**src/rtl/receiver.sv**
```systemverilog
// rtl/receiver.sv - 7-bit serial link receiver (start, parity, 7 data LSB first, stop); optional RX_SYNC_EN input synchroniser
module receiver #(
    parameter int CLKS_PER_BIT = 4
) (
    input  logic       clk,
    input  logic       rst,
    input  logic       rx,
    output logic [6:0] data_out,
    output logic       out_valid,
    output logic       parity_err,
    output logic       frame_err
);

    // Last counter value of a full bit period, and of the half period used
    // to land the start-bit check (and so every later sample) at mid-bit.
    localparam logic [7:0] C_LAST      = 8'(CLKS_PER_BIT - 1);
    localparam logic [7:0] C_HALF_LAST = 8'(CLKS_PER_BIT / 2 - 1);

    typedef enum logic [2:0] {
        WAIT_HIGH = 3'd0,
        IDLE      = 3'd1,
        START_BIT = 3'd2,
        PARITY    = 3'd3,
        RECV_DATA = 3'd4,
        STOP_BIT  = 3'd5
    } state_t;

    logic       w_rx_s;
    state_t     r_state;
    logic [7:0] r_clk_count;
    logic [2:0] r_bit_index;
    logic [6:0] r_shift;
    logic       r_par_bit;
    logic [6:0] r_data_out;
    logic       r_out_valid;
    logic       r_parity_err;
    logic       r_frame_err;

`ifdef RX_SYNC_EN
    logic r_sync1;
    logic r_sync2;

    // Two-flop synchroniser for an asynchronous line; resets to the idle level.
    always_ff @(posedge clk) begin
        if (rst) begin
            r_sync1 <= 1'b1;
            r_sync2 <= 1'b1;
        end else begin
            r_sync1 <= rx;
            r_sync2 <= r_sync1;
        end
    end

    assign w_rx_s = r_sync2;
`else
    assign w_rx_s = rx;
`endif

    // Frame FSM: finds the start edge, samples each bit at mid-bit, and
    // registers the word and status on the stop-bit sample.
    always_ff @(posedge clk) begin
        if (rst) begin
            r_state      <= WAIT_HIGH;
            r_clk_count  <= 8'd0;
            r_bit_index  <= 3'd0;
            r_shift      <= 7'd0;
            r_par_bit    <= 1'b0;
            r_data_out   <= 7'd0;
            r_out_valid  <= 1'b0;
            r_parity_err <= 1'b0;
            r_frame_err  <= 1'b0;
        end else begin
            r_out_valid <= 1'b0;
            case (r_state)
                // A line held low (e.g. after a broken stop bit) must return
                // high before a falling edge may count as a start bit.
                WAIT_HIGH: begin
                    r_clk_count <= 8'd0;
                    if (w_rx_s) begin
                        r_state <= IDLE;
                    end
                end

                IDLE: begin
                    r_clk_count <= 8'd0;
                    r_bit_index <= 3'd0;
                    if (!w_rx_s) begin
                        r_state <= START_BIT;
                    end
                end

                // Re-check the line half a bit after the edge; a high level
                // means a glitch, which is dropped without touching outputs.
                START_BIT: begin
                    if (r_clk_count == C_HALF_LAST) begin
                        r_clk_count <= 8'd0;
                        r_state     <= w_rx_s ? IDLE : PARITY;
                    end else begin
                        r_clk_count <= r_clk_count + 8'd1;
                    end
                end

                PARITY: begin
                    if (r_clk_count == C_LAST) begin
                        r_clk_count <= 8'd0;
                        r_par_bit   <= w_rx_s;
                        r_bit_index <= 3'd0;
                        r_state     <= RECV_DATA;
                    end else begin
                        r_clk_count <= r_clk_count + 8'd1;
                    end
                end

                // Data arrives LSB first, so shift in from the top; after the
                // seventh sample the first bit sits in bit 0.
                RECV_DATA: begin
                    if (r_clk_count == C_LAST) begin
                        r_clk_count <= 8'd0;
                        r_shift     <= {w_rx_s, r_shift[6:1]};
                        if (r_bit_index == 3'd6) begin
                            r_state <= STOP_BIT;
                        end else begin
                            r_bit_index <= r_bit_index + 3'd1;
                        end
                    end else begin
                        r_clk_count <= r_clk_count + 8'd1;
                    end
                end

                // Errored frames are still delivered; only the flags differ.
                // A low stop bit leaves the line low, so go wait for high.
                STOP_BIT: begin
                    if (r_clk_count == C_LAST) begin
                        r_clk_count  <= 8'd0;
                        r_data_out   <= r_shift;
                        r_parity_err <= r_par_bit ^ (^r_shift);
                        r_frame_err  <= ~w_rx_s;
                        r_out_valid  <= 1'b1;
                        r_state      <= w_rx_s ? IDLE : WAIT_HIGH;
                    end else begin
                        r_clk_count <= r_clk_count + 8'd1;
                    end
                end

                default: begin
                    r_clk_count <= 8'd0;
                    r_state     <= WAIT_HIGH;
                end
            endcase
        end
    end

    assign data_out   = r_data_out;
    assign out_valid  = r_out_valid;
    assign parity_err = r_parity_err;
    assign frame_err  = r_frame_err;

endmodule
```
**config.mk**
```make
export PLATFORM = sky130hd
export DESIGN_NAME = receiver
export DESIGN_NICKNAME = d
export VERILOG_FILES = /design/src/rtl/receiver.sv
export SDC_FILE = /design/constraint.sdc
export NUM_CORES = 1
export LEC_CHECK = 0
export ABC_AREA = 1
export ABC_CLOCK_PERIOD_IN_PS = 1900
export CAP_MARGIN = 20
export CORE_UTILIZATION = 45
export CTS_BUF_LIST = sky130_fd_sc_hd__clkbuf_16
export CTS_CLUSTER_DIAMETER = 80
export DETAILED_ROUTE_END_ITERATION = 12
export HOLD_SLACK_MARGIN = 0.03
export PLACE_DENSITY = 0.63
export SYNTH_ARGS = -nofsm -noshare
export SYNTH_HDL_FRONTEND = slang
export SYNTH_SLANG_ARGS = --single-unit
```
**constraint.sdc**
```tcl
create_clock -name clk -period 1.9 [get_ports clk]
set_input_delay 0.38 -clock clk [delete_from_list [all_inputs] [get_ports clk]]
set_output_delay 0.38 -clock clk [all_outputs]
set_load 0.005 [all_outputs]
```
* Word level (Yosys, flattened, before mapping)
Cells that the tools add are included.
Word-level totals: flip-flop bits (word level) 32, bits of input ports 3, output and inout port bits 10
Cells by class: $add $sub $neg 2, equal/unequal tests 16, multiplexer cells 18, bitwise operators 3, reduce and logical (&&, ||, !) cells 10
Operators by type and width (number):
- $mux W3 | 10
- $pmux W3 S6 | 1
- $mux W8 | 2
- $ne A2 B2 Y1 const B | 8
- $pmux W8 S2 | 1
- $eq A3 B3 Y1 const B | 3
- $pmux W3 S3 | 1
- $add A8 B1 Y8 const B | 1
- $eq A8 B1 Y1 const B | 1
- $eq A8 B2 Y1 const B | 1
- $reduce_and A7 Y1 | 1
- $reduce_xor A7 Y1 | 1
- $eq A3 B2 Y1 const B | 2
- $reduce_and A2 Y1 | 3
- $reduce_and A4 Y1 | 1
- $add A3 B1 Y3 const B | 1
- $eq A3 B1 Y1 const B | 1
- $logic_not A3 Y1 | 1
- $reduce_bool A3 Y1 | 1
- $reduce_or A3 Y1 | 1
- $mux W1 | 2
- $mux W2 | 1
- $not A1 Y1 | 2
- $reduce_or A2 Y1 | 1
- $xor A1 B1 Y1 | 1

* Longest topological paths before layout
Gate-level depths: netlist (run 1).
depth after elaboration 4, mapped depth 10

* Worst setup path after synthesis (run 1)
No wires, ideal clock.
path kind reg-to-reg, from reg r_clk_count[0], to reg r_parity_err (netlist: parity_err), library setup time 0.113 ns, arrival 1.270 ns, data required time 1.787 ns, slack 0.516 ns, cell stages (with the launch flop) 8, buffers on the path 1, period minus slack after synthesis 1.384 ns, path through dfxtp_1 ha_1 nand2_2 nor3_4 buf_6 nand2_2 nor2_2 nor2_1
On the way: cells in the longest elaborated chain, start to end 2
RTL lines:
- start: declaration | RTL line 30 | logic [7:0] r_clk_count;
- start signal: assignment | RTL line 99 | r_clk_count <= r_clk_count + 8'd1;
- start signal: assignment | RTL line 110 | r_clk_count <= r_clk_count + 8'd1;
- start signal: assignment | RTL line 126 | r_clk_count <= r_clk_count + 8'd1;
- $eq A8 B2 Y1 | RTL line 133 | if (r_clk_count == C_LAST) begin
- $reduce_and A2 Y1 (no source line)
- end signal: assignment | RTL line 136 | r_parity_err <= r_par_bit ^ (^r_shift);
- end: declaration | RTL line 36 | logic r_parity_err;
No other way between the ends. A chain may end at the register's enable or synchronous reset.

* Final worst setup path (run 1)
from reg r_clk_count[0], to reg r_data_out[2] (netlist: data_out[2])
On the way: cells in the longest elaborated chain, start to end 2
RTL lines:
- $eq A8 B2 Y1 | RTL line 133
- $reduce_and A2 Y1 (no source line)
- end signal: assignment | RTL line 135 | r_data_out <= r_shift;
- end: declaration | RTL line 34 | logic [6:0] r_data_out;
No other way between the ends.

==> summary.txt, run 1 <==
Die Wd = 62.0 um
Switching power = 604 uW
I/O Buffers = 12
Power per cell area = 1070 nW/um^2
GR Layer Usage met2 = 28.4%
Critical path peak fanout = 9
Slew Limit Fails = 0
Crit path launch type = register
Routed Antenna Nets = 0
Top_reg_cell synth = dfxtp_1
CTS Buf Count = 5
H-tree lvl count = 2
HPWL after DPL = 2170 um
Routed vias/inst = 4.70
Starting DRT DRC Count = 52
Met3 Use GR = 5.80%
Initial antenna violation count = 0
Worst Setup SP = r_clk_count[0]$_SDFF_PP0_
Multi-input combinational cell area = 847 sq um
DR vias = 1339
Detailed-route wire length = 2980 um
Tot GR Track Use = 18.5%
Clock transition at the registers of the reported paths = 0.05 ns
Final setup viols = 0
Final instance area = 1930 sq um
Max Clock Skew = 0.00483 ns
Mapped Nets = 228
Routability cong. = 0.806
# fillers = 316
Clk root buf = clkbuf_16
Mapped Cells = 221
Combinational fraction of design power = 20.2%
Routed WL per cell = 10.5 um
# IOs = 13
Dpl cell area = 1770 sq um
Residual DRC = 0
Leakage = 0.000808 uW
Clk_lat worst skew = 0.27 ns
Avg Inst Size Synth = 7.33 sq um
Commonest non-fill, non-tap cell in the layout = nand2_1
Clock share of power = 41.9%
Rel. slew slack = 66.0%
Die H = 62.0 um
GRT Max-Usage Layer = met2
Worst Min Path Start = r_clk_count[0]$_SDFF_PP0_
Max-Cap Viols = 0
Async set-or-reset flop fraction in the synthesized netlist = 0%
RSZ-0062 raised after global routing = no
Critical path arrival = 1.83 ns
Min Tclk post-route = 1.63 ns
Cts hold-fix bufs = 0
Post-route clock period utilization = 85.6%
# diodes = 0
Initial core utilization = 47.8%
WS Path Type = reg2reg
Final hold violation count = 0
Hold Path Class = reg2reg
CP endpoint kind = register
Max Fclk = 615 MHz
Sequential cell fraction of total power = 37.9%
Status = completed
Drt first pass iters = 4
Post-synth EDFFs = 0
Synthesized area = 1620 sq um
GRT met1 Usage = 24.3%
Yosys cell types = 27
Share of layout cells above drive strength 1 = 13.0%
Max clock buf depth = 2
Post-CTS setup buffers = 0
Slew of the pin with the lowest slew margin = 0.510 ns
Peak VDD IR = 0.551 mV
Cell Rows = 21
Sequential fraction of the synthesis area = 39.6%
CTS resizes = 0
CTS tree = done
Most frequent cells in the layout = nand2_1, nor2_1, dfxtp_1
Setup_tns = 0 ns
Largest net degree at the start of global routing = 17
Sw Ratio = 29.1%
Final net count = 245
Synthesis-to-finish area growth = 19.5%
Number of global-route vias before repair = 1225
Data required, critical path = 2.10 ns
Tot Pwr = 2080 uW
First-pass GRT wire length = 5210 um
Core area = 3390 sq um
Int Power = 1470 uW
Die ar. = 3840 sq um
# clock sinks = 32
Total grt overflow = 0
FF/Latch Area = 641 sq um
RR Startpoint = r_clk_count[0]$_SDFF_PP0_
Synthesis warning total = 0
Synth Register Bits = 32
-- area by class of cell --
type	count	share of cell area, %
clock buffer	5	6.47
clock inverter	3	2.01
inverter	22	4.27
tap	46	2.98
sequential	32	33.1
multi-input combinational	162	43.8
timing repair buffer	15	7.37
-- flip-flops by register name, summed over array words and instances (netlist names) --
signal / cells
out_valid: 1
r_state: 3
parity_err: 1
r_shift: 7
r_clk_count: 8
frame_err: 1
r_par_bit: 1
r_bit_index: 3
data_out: 7
-- cells in the mapped netlist (2+ instances only) --
cell type	count	area share (%)
nand2_1	41	9.5
ha_1	4	3.1
nor3_4	2	2.0
nand2_2	6	2.3
o21ai_2	4	2.2
nor2_2	2	0.77
o21ai_1	3	0.93
xor2_1	5	2.7
dfxtp_1	32	40
inv_2	4	0.93
buf_6	2	1.4
a21oi_1	16	4.9
xnor2_1	5	2.7
nor2_1	39	9.0
inv_1	18	4.2
nand3_1	16	4.9
o21ai_0	12	3.7
-- through the flow --
step	setup slack (ns)	std cells	util (%)	hold WS [ns]
after floorplan	0.516	221	-	0.433
after global placement	0.246	277	52.2	0.455
after detailed placement	0.193	277	52.2	0.462
after CTS	0.246	285	57.1	0.474
after global routing	0.0803	285	57.1	0.523
final	0.273	285	57.1	0.465
-- final timing paths --
kind	endpoint	slack, ns	cells past startpoint
worst max-delay path	data_out[2]$_SDFFE_PP0P_	0.27	6
worst min-delay path	r_clk_count[0]$_SDFF_PP0_	0.46	1
worst max register to register	data_out[2]$_SDFFE_PP0P_	0.27	6
worst min register to register	r_clk_count[0]$_SDFF_PP0_	0.46	1
-- power by group through the flow --
stage                     sequential, uW  combinational (uW)  clock [uW]
after global placement               801                 424           0
after floorplan                      769                 380           0
after global routing                 797                 494         915
final                                787                 418         871
after CTS                            788                 423         889
after detailed placement             801                 421           0
-- kinds of logic (layout without fill, tap and decap cells) --
group,after synthesis,after routing,synth area share (%)
flip-flops,32,32,39.6
buffers and inverters,27,45,8.11
adder cells (fa/ha/maj),4,4,3.09
AND/OR/NAND/NOR,110,110,30.4
XOR/XNOR,10,10,5.41
AO/OA/AOI/OAI,38,38,13.4
-- routing by layer --
| metal | vias to the layer above | routed length (um) |
|---|---|---|
| met2 | 17 | 1280 |
| met5 | - | 0 |
| met3 | 2 | 95 |
| li1 | 741 | - |
| met1 | 579 | 1600 |
| met4 | 0 | 14 |
-- critical path: stages, from the launching register on --
cell,delay [ns]
dfxtp_1,0.37
ha_1,0.24
nand2_2,0.13
nor3_4,0.35
buf_4,0.24
o21ai_0,0.08
a21oi_1,0.14
Power figures use the tool's default switching activity.
==> run 2: changes to the inputs <==
Settings changed: CORE_MARGIN from default to 2.
==> run 2 against run 1 <==
Against the previous run:
- die area is 6.6% higher
- final cell count is 0.35% lower
- highest routed layer unchanged
- combinational power is 1% higher
- total power is 6.8% lower
- cell area is 1.6% lower
- first-iteration DRC count is 75% higher
- critical endpoint is now parity_err$_SDFFE_PP0P_
- largest power group is now registers
- worst setup slack better by 0.019 ns
- critical path depth is 1 higher
==> summary.txt, run 2 (synthesis results as in run 1) <==
CTS Buf Count = 5 (unchanged)
Residual DRC = 0 (unchanged)
Clk_lat worst skew = 0.27 ns (about the same)
PnR worst setup slack = 0.291 ns (+0.0186 ns)
Data required, critical path = 2.07 ns (-0.03 ns)
Worst path slowest cell = dfxtp_1
Core area = 3390 sq um (unchanged)
Routed vias/inst = 4.76 (+1.3%)
Routed WL per cell = 10.3 um (-1.5%)
CTS resizes = 0 (unchanged)
Leakage = 0.000794 uW (-1.7%)
Max incr delay on CP = 0.37 ns (about the same)
Max clock buf depth = 2 (unchanged)
Power per cell area = 1020 nW/um^2 (-5.4%)
Number of cells on the worst reg-to-reg path = 7 (+1)
CTS tree = done
Routed Antenna Nets = 0 (unchanged)
Die Wd = 64.0 um (+3.2%)
Final instance area = 1900 sq um (-1.6%)
Die H = 64.0 um (+3.2%)
R2R Path End = parity_err$_SDFFE_PP0P_
Largest net degree at the start of global routing = 19 (+2)
Slew Limit Fails = 0 (unchanged)
Min Tclk post-route = 1.61 ns (-0.0186 ns)
Largest delay share family, worst path = simple AND/OR/NAND/NOR gates
Status = completed
Clk root buf = clkbuf_16
H-tree lvl count = 2 (unchanged)
Initial antenna violation count = 0 (unchanged)
Number of global-route vias before repair = 1281 (+4.6%)
Peak VDD IR = 0.556 mV (+0.76%)
RR Startpoint = r_clk_count[0]$_SDFF_PP0_
Commonest non-fill, non-tap cell in the layout = nand2_1
DR vias = 1352 (+0.97%)
Largest register by flop count = r_clk_count
Setup_tns = 0 ns (unchanged)
Tot GR Track Use = 16.8% (-1.7 points)
Max Fclk = 622 MHz (+1.2%)
Sw Ratio = 31.1% (+2.0 points)
Max Clock Skew = 0.00171 ns (-0.00311 ns)
Die ar. = 4090 sq um (+6.6%)
Post-route clock period utilization = 84.7% (-0.98 points)
WS Path Type = reg2reg
CP endpoint kind = register
RSZ-0062 raised after global routing = no
Final net count = 245 (unchanged)
Detailed-route wire length = 2930 um (-1.8%)
Combinational fraction of design power = 21.8% (+1.6 points)
Max-Cap Viols = 0 (unchanged)
Clock share of power = 37.7% (-4.2 points)
Hold_ws = 0.476 ns (+0.0117 ns)
Cells on Worst Hold Path = 1 (unchanged)
Rel. slew slack = 74.2% (+8.2 points)
Drt first pass iters = 4 (unchanged)
Hold Path Class = reg2reg
Final hold violation count = 0 (unchanged)
Largest register FFs = 8 (unchanged)
Clock transition at the registers of the reported paths = 0.05 ns (about the same)
Crit-path cells = ha_1 > nand2_2 > nor3_4 > buf_4 > nand2_2 > nor2_2 > nor2_1
Slew of the pin with the lowest slew margin = 0.386 ns (-0.123 ns)
Cts hold-fix bufs = 0 (unchanged)
Switching power = 601 uW (-0.50%)
Pre-CTS setup slack = 0.258 ns (+0.0648 ns)
Critical path peak fanout = 9 (unchanged)
Share of layout cells above drive strength 1 = 12.6% (-0.37 points)
Sequential cell fraction of total power = 40.5% (+2.6 points)
Buf/Inv on CP = 1 (unchanged)
Crit path launch type = register
Routability cong. = 0.829 (+2.9%)
Worst Min Path Start = r_clk_count[0]$_SDFF_PP0_
Post-CTS setup buffers = 0 (unchanged)
Synthesis-to-finish area growth = 17.6%
Cell Rows = 21 (unchanged)
Most frequent cells in the layout = nand2_1, nor2_1, dfxtp_1
# diodes = 0 (unchanged)
# clock sinks = 32 (unchanged)
Initial core utilization = 47.8% (unchanged)
Critical path arrival = 1.77 ns (-0.06 ns)
Tot Pwr = 1930 uW (-6.8%)
WHS Endpoint = r_clk_count[0]$_SDFF_PP0_
HPWL after DPL = 2070 um (-4.4%)
I/O Buffers = 12 (unchanged)
Starting DRT DRC Count = 91 (+75%)
Reg-to-reg setup timing slack = 0.29 ns (+0.02 ns)
Worst path most repeated cell = nand2_2
Int Power = 1330 uW (-9.4%)
Total grt overflow = 0 (unchanged)
Final setup viols = 0 (unchanged)
First-pass GRT wire length = 5340 um (+2.5%)
Dpl cell area = 1770 sq um (unchanged)
# IOs = 13 (unchanged)
run 2: cell count changes in the layout (fill, tap and decap cells not counted):
cell | previous run | this run
bufinv_16 | 1 | 0
run 2: final cells by class:
class | instances | area [sq um]
fillers | 326 | 1490
inverters | 22 | 82.6
flip-flops and latches | 32 | 641
well taps | 46 | 57.6
clock inverters | 2 | 8.76
repair buffers | 15 | 143
multi-input cells | 162 | 847
clock buffers | 5 | 125
run 2: metrics by stage:
step | std cells | util [%]
after floorplan | 221 | -
after global placement | 277 | 52.2
after detailed placement | 277 | 52.2
after CTS | 284 | 56.2
after global routing | 284 | 56.2
final | 284 | 56.2
run 2: worst max path at each step:
stage / startpoint / to / cells past startpoint
4_1_cts: r_clk_count[0]$_SDFF_PP0_ / parity_err$_SDFFE_PP0P_ / 7
3_5_place_dp: rx / r_state[2]$_SDFFE_PP0P_ / 8
5_1_grt: r_clk_count[0]$_SDFF_PP0_ / parity_err$_SDFFE_PP0P_ / 7
6_report: r_clk_count[0]$_SDFF_PP0_ / parity_err$_SDFFE_PP0P_ / 7
2_1_floorplan: r_clk_count[0]$_SDFF_PP0_ / parity_err$_SDFFE_PP0P_ / 7
3_3_place_gp: rx / r_state[1]$_SDFFE_PP0P_ / 9
run 2: power by group through the flow:
stage                     clock (uW)  sequential, uW  combinational (uW)
after detailed placement           0             797                 419
after CTS                        754             783                 423
final                            728             784                 422
after global placement             0             797                 425
after global routing             784             792                 491
after floorplan                    0             769                 380
run 2: layer usage:
metal | share of wire, % | wire [um] | GRT usage, % | up-vias
met2 | 42 | 1230 | 25.4 | 13
li1 | - | - | - | 744
met5 | 0 | 0 | 0 | -
met4 | 1.5 | 44 | 7.07 | 0
met3 | 3.1 | 90 | 5.81 | 4
met1 | 54 | 1570 | 21.7 | 591
==> run 3: changes to the inputs <==
Settings changed: ABC_CLOCK_PERIOD_IN_PS 1900 to 1300, PLACE_DENSITY 0.63 to 0.66.
Clock period 1.9 ns to 1.3 ns, I/O delays scaled along.
==> run 3 against run 2 <==
Against the previous run:
- the run now ends with setup timing left
- total power rose by 78%
- maximum frequency increased by 17%
- final cell count up 15%
- highest routed layer unchanged
==> summary.txt, run 3 (synthesis results as in run 1) <==
Status = finished with violations
Failing checks = setup timing
Slew Limit Fails = 0 (unchanged)
Data required, critical path = 1.49 ns (-0.58 ns)
Peak VDD IR = 0.938 mV (+69%)
Commonest non-fill, non-tap cell in the layout = nor2_1
RSZ-0062 raised after global routing = yes
Core area = 3390 sq um (unchanged)
Reg-to-reg setup timing slack = -0.07 ns (-0.36 ns)
Largest register by flop count = r_clk_count
Routed WL per cell = 13.4 um (+30%)
Routability cong. = 0.922 (+11%)
Cell Rows = 21 (unchanged)
Die Wd = 64.0 um (unchanged)
Synthesis-to-finish area growth = 55.0%
H-tree lvl count = 2 (unchanged)
Number of global-route vias before repair = 1609 (+26%)
Largest net degree at the start of global routing = 14 (-5)
Critical path arrival = 1.56 ns (-0.21 ns)
Routed vias/inst = 5.00 (+5.1%)
Final hold violation count = 0 (unchanged)
Buf/Inv on CP = 2 (+1)
Starting DRT DRC Count = 82 (-9.9%)
Residual DRC = 0 (unchanged)
Worst path depth = 10 (+3)
Clk_lat worst skew = 0.27 ns (about the same)
First-pass GRT wire length = 6640 um (+24%)
Cells on Worst Hold Path = 2 (+1)
Rel. slew slack = 79.5% (+5.2 points)
Max Clock Skew = 0.00660 ns (+0.00488 ns)
# IOs = 13 (unchanged)
Crit path launch type = register
# fillers = 249 (-24%)
Initial core utilization = 47.8% (unchanged)
Routed Antenna Nets = 0 (unchanged)
Min Tclk post-route = 1.37 ns (-0.237 ns)
Largest register FFs = 8 (unchanged)
# clock sinks = 32 (unchanged)
Crit-path cells = inv_1 > ha_2 > inv_1 > nor2_2 > nor2_1 > nor2_1 > nand3_2 > nand2_1 > nand2_1 > nor2_1
Switching power = 1150 uW (+92%)
Max incr delay on CP = 0.31 ns (-0.06 ns)
Worst path most repeated cell = nor2_1
Worst path slowest cell = dfxtp_2
Max-Cap Viols = 0 (unchanged)
Tot GR Track Use = 20.7% (+3.9 points)
Post-route clock period utilization = 105% (+21 points)
Tot Pwr = 3450 uW (+78%)
Slew of the pin with the lowest slew margin = 0.308 ns (-0.0781 ns)
CP endpoint kind = register
CTS Buf Count = 5 (unchanged)
Clock share of power = 31.2% (-6.5 points)
Multi-input combinational cell area = 1060 sq um (+25%)
Final setup viols = 9 (+9)
Most frequent cells in the layout = nor2_1, nand2_1, buf_4
Max clock buf depth = 2 (unchanged)
Sequential cell fraction of total power = 33.7% (-6.8 points)
I/O Buffers = 12 (unchanged)
Power per cell area = 1370 nW/um^2 (+35%)
Hold Path Class = reg2reg
Cts hold-fix bufs = 0 (unchanged)
DR vias = 1631 (+21%)
Number of cells on the worst reg-to-reg path = 10 (+3)
Total grt overflow = 0 (unchanged)
FF/Latch Area = 658 sq um (+2.7%)
PnR worst setup slack = -0.0711 ns (-0.363 ns)
Sw Ratio = 33.5% (+2.4 points)
Final net count = 287 (+17%)
Critical path peak fanout = 4 (-5)
Largest delay share family, worst path = simple AND/OR/NAND/NOR gates
Drt first pass iters = 4 (unchanged)
Leakage = 0.00112 uW (+41%)
Pre-CTS setup slack = -0.212 ns (-0.469 ns)
Share of layout cells above drive strength 1 = 42.1% (+30 points)
HPWL after DPL = 2470 um (+19%)
Clock transition at the registers of the reported paths = 0.05 ns (about the same)
Die ar. = 4090 sq um (unchanged)
WS Path Type = reg2reg
Int Power = 2300 uW (+72%)
Die H = 64.0 um (unchanged)
Max Fclk = 729 MHz (+17%)
Detailed-route wire length = 4380 um (+50%)
Clk root buf = clkbuf_16
CTS tree = done
Combinational fraction of design power = 35.1% (+13 points)
Initial antenna violation count = 0 (unchanged)
# diodes = 0 (unchanged)
==> run 3: cell types whose count changed in the layout (fill, tap and decap cells not counted), moves of 8 or more <==
cell,previous run,this run
buf_4,3,30
dlygate4sd2_1,0,10
nand2_1,41,30
buf_6,0,12
clkdlybuf4s50_1,12,2
dfxtp_1,32,24
==> run 3: worst paths after layout <==
kind                        endpoint                   startpoint
max reg2reg  r_state[2]$_SDFFE_PP0P_  r_bit_index[0]$_SDFFE_PP0P_
min reg2reg  r_shift[0]$_SDFFE_PP0P_      r_shift[0]$_SDFFE_PP0P_
max          r_state[2]$_SDFFE_PP0P_  r_bit_index[0]$_SDFFE_PP0P_
min          r_shift[0]$_SDFFE_PP0P_      r_shift[0]$_SDFFE_PP0P_
==> run 3: layout make-up <==
class	count	area share (%)
clock buffers	5	4.99
clock inverters	2	0.349
inverters	22	3.49
multi-input cells	163	42.2
flip-flops and latches	32	26.2
well taps	46	2.29
repair buffers	56	20.4
==> run 3: power groups by stage <==
stage / logic (uW) / clock network (uW) / registers, uW
after floorplan: 555 / 0 / 1130
after global placement: 896 / 0 / 1140
after detailed placement: 902 / 0 / 1140
after CTS: 1020 / 1090 / 1140
after global routing: 1320 / 1140 / 1170
final: 1210 / 1080 / 1160
==> run 3: layer usage <==
layer	up-vias	wire (um)	track usage [%]
met4	0	95	8.70
li1	833	-	-
met5	-	0	0
met2	27	2190	34.5
met1	761	1970	24.5
met3	10	126	6.51
==> run 3: stage by stage <==
step	hold WS [ns]	cell area, sq um	TNS, ns	utilization (%)	cells
floorplan	0.351	1640	-0.00158	-	221
global placement	0.480	2060	-1.84	60.9	312
detailed placement	0.487	2060	-2.29	60.9	312
CTS	0.500	2280	-0.152	67.2	320
global route	0.532	2510	-1.63	74.0	326
finish	0.502	2510	-0.146	74.0	326
==> run 3: what timing repair did <==
action                                  4_1_cts  5_1_grt
gates resized for setup                      33       56
cloned                                        0        2
endpoints found under the setup margin       40       31
pin swaps                                    10       22
buffers inserted                              1        4
==> run 3: worst reg2reg max path, cell delays in order, from the launching register on <==
cell and delay [ns]:
dfxtp_2 0.31, inv_1 0.05, ha_2 0.17, inv_1 0.05, nor2_2 0.11, nor2_1 0.06
nor2_1 0.15, nand3_2 0.13, nand2_1 0.09, nand2_1 0.05, nor2_1 0.12
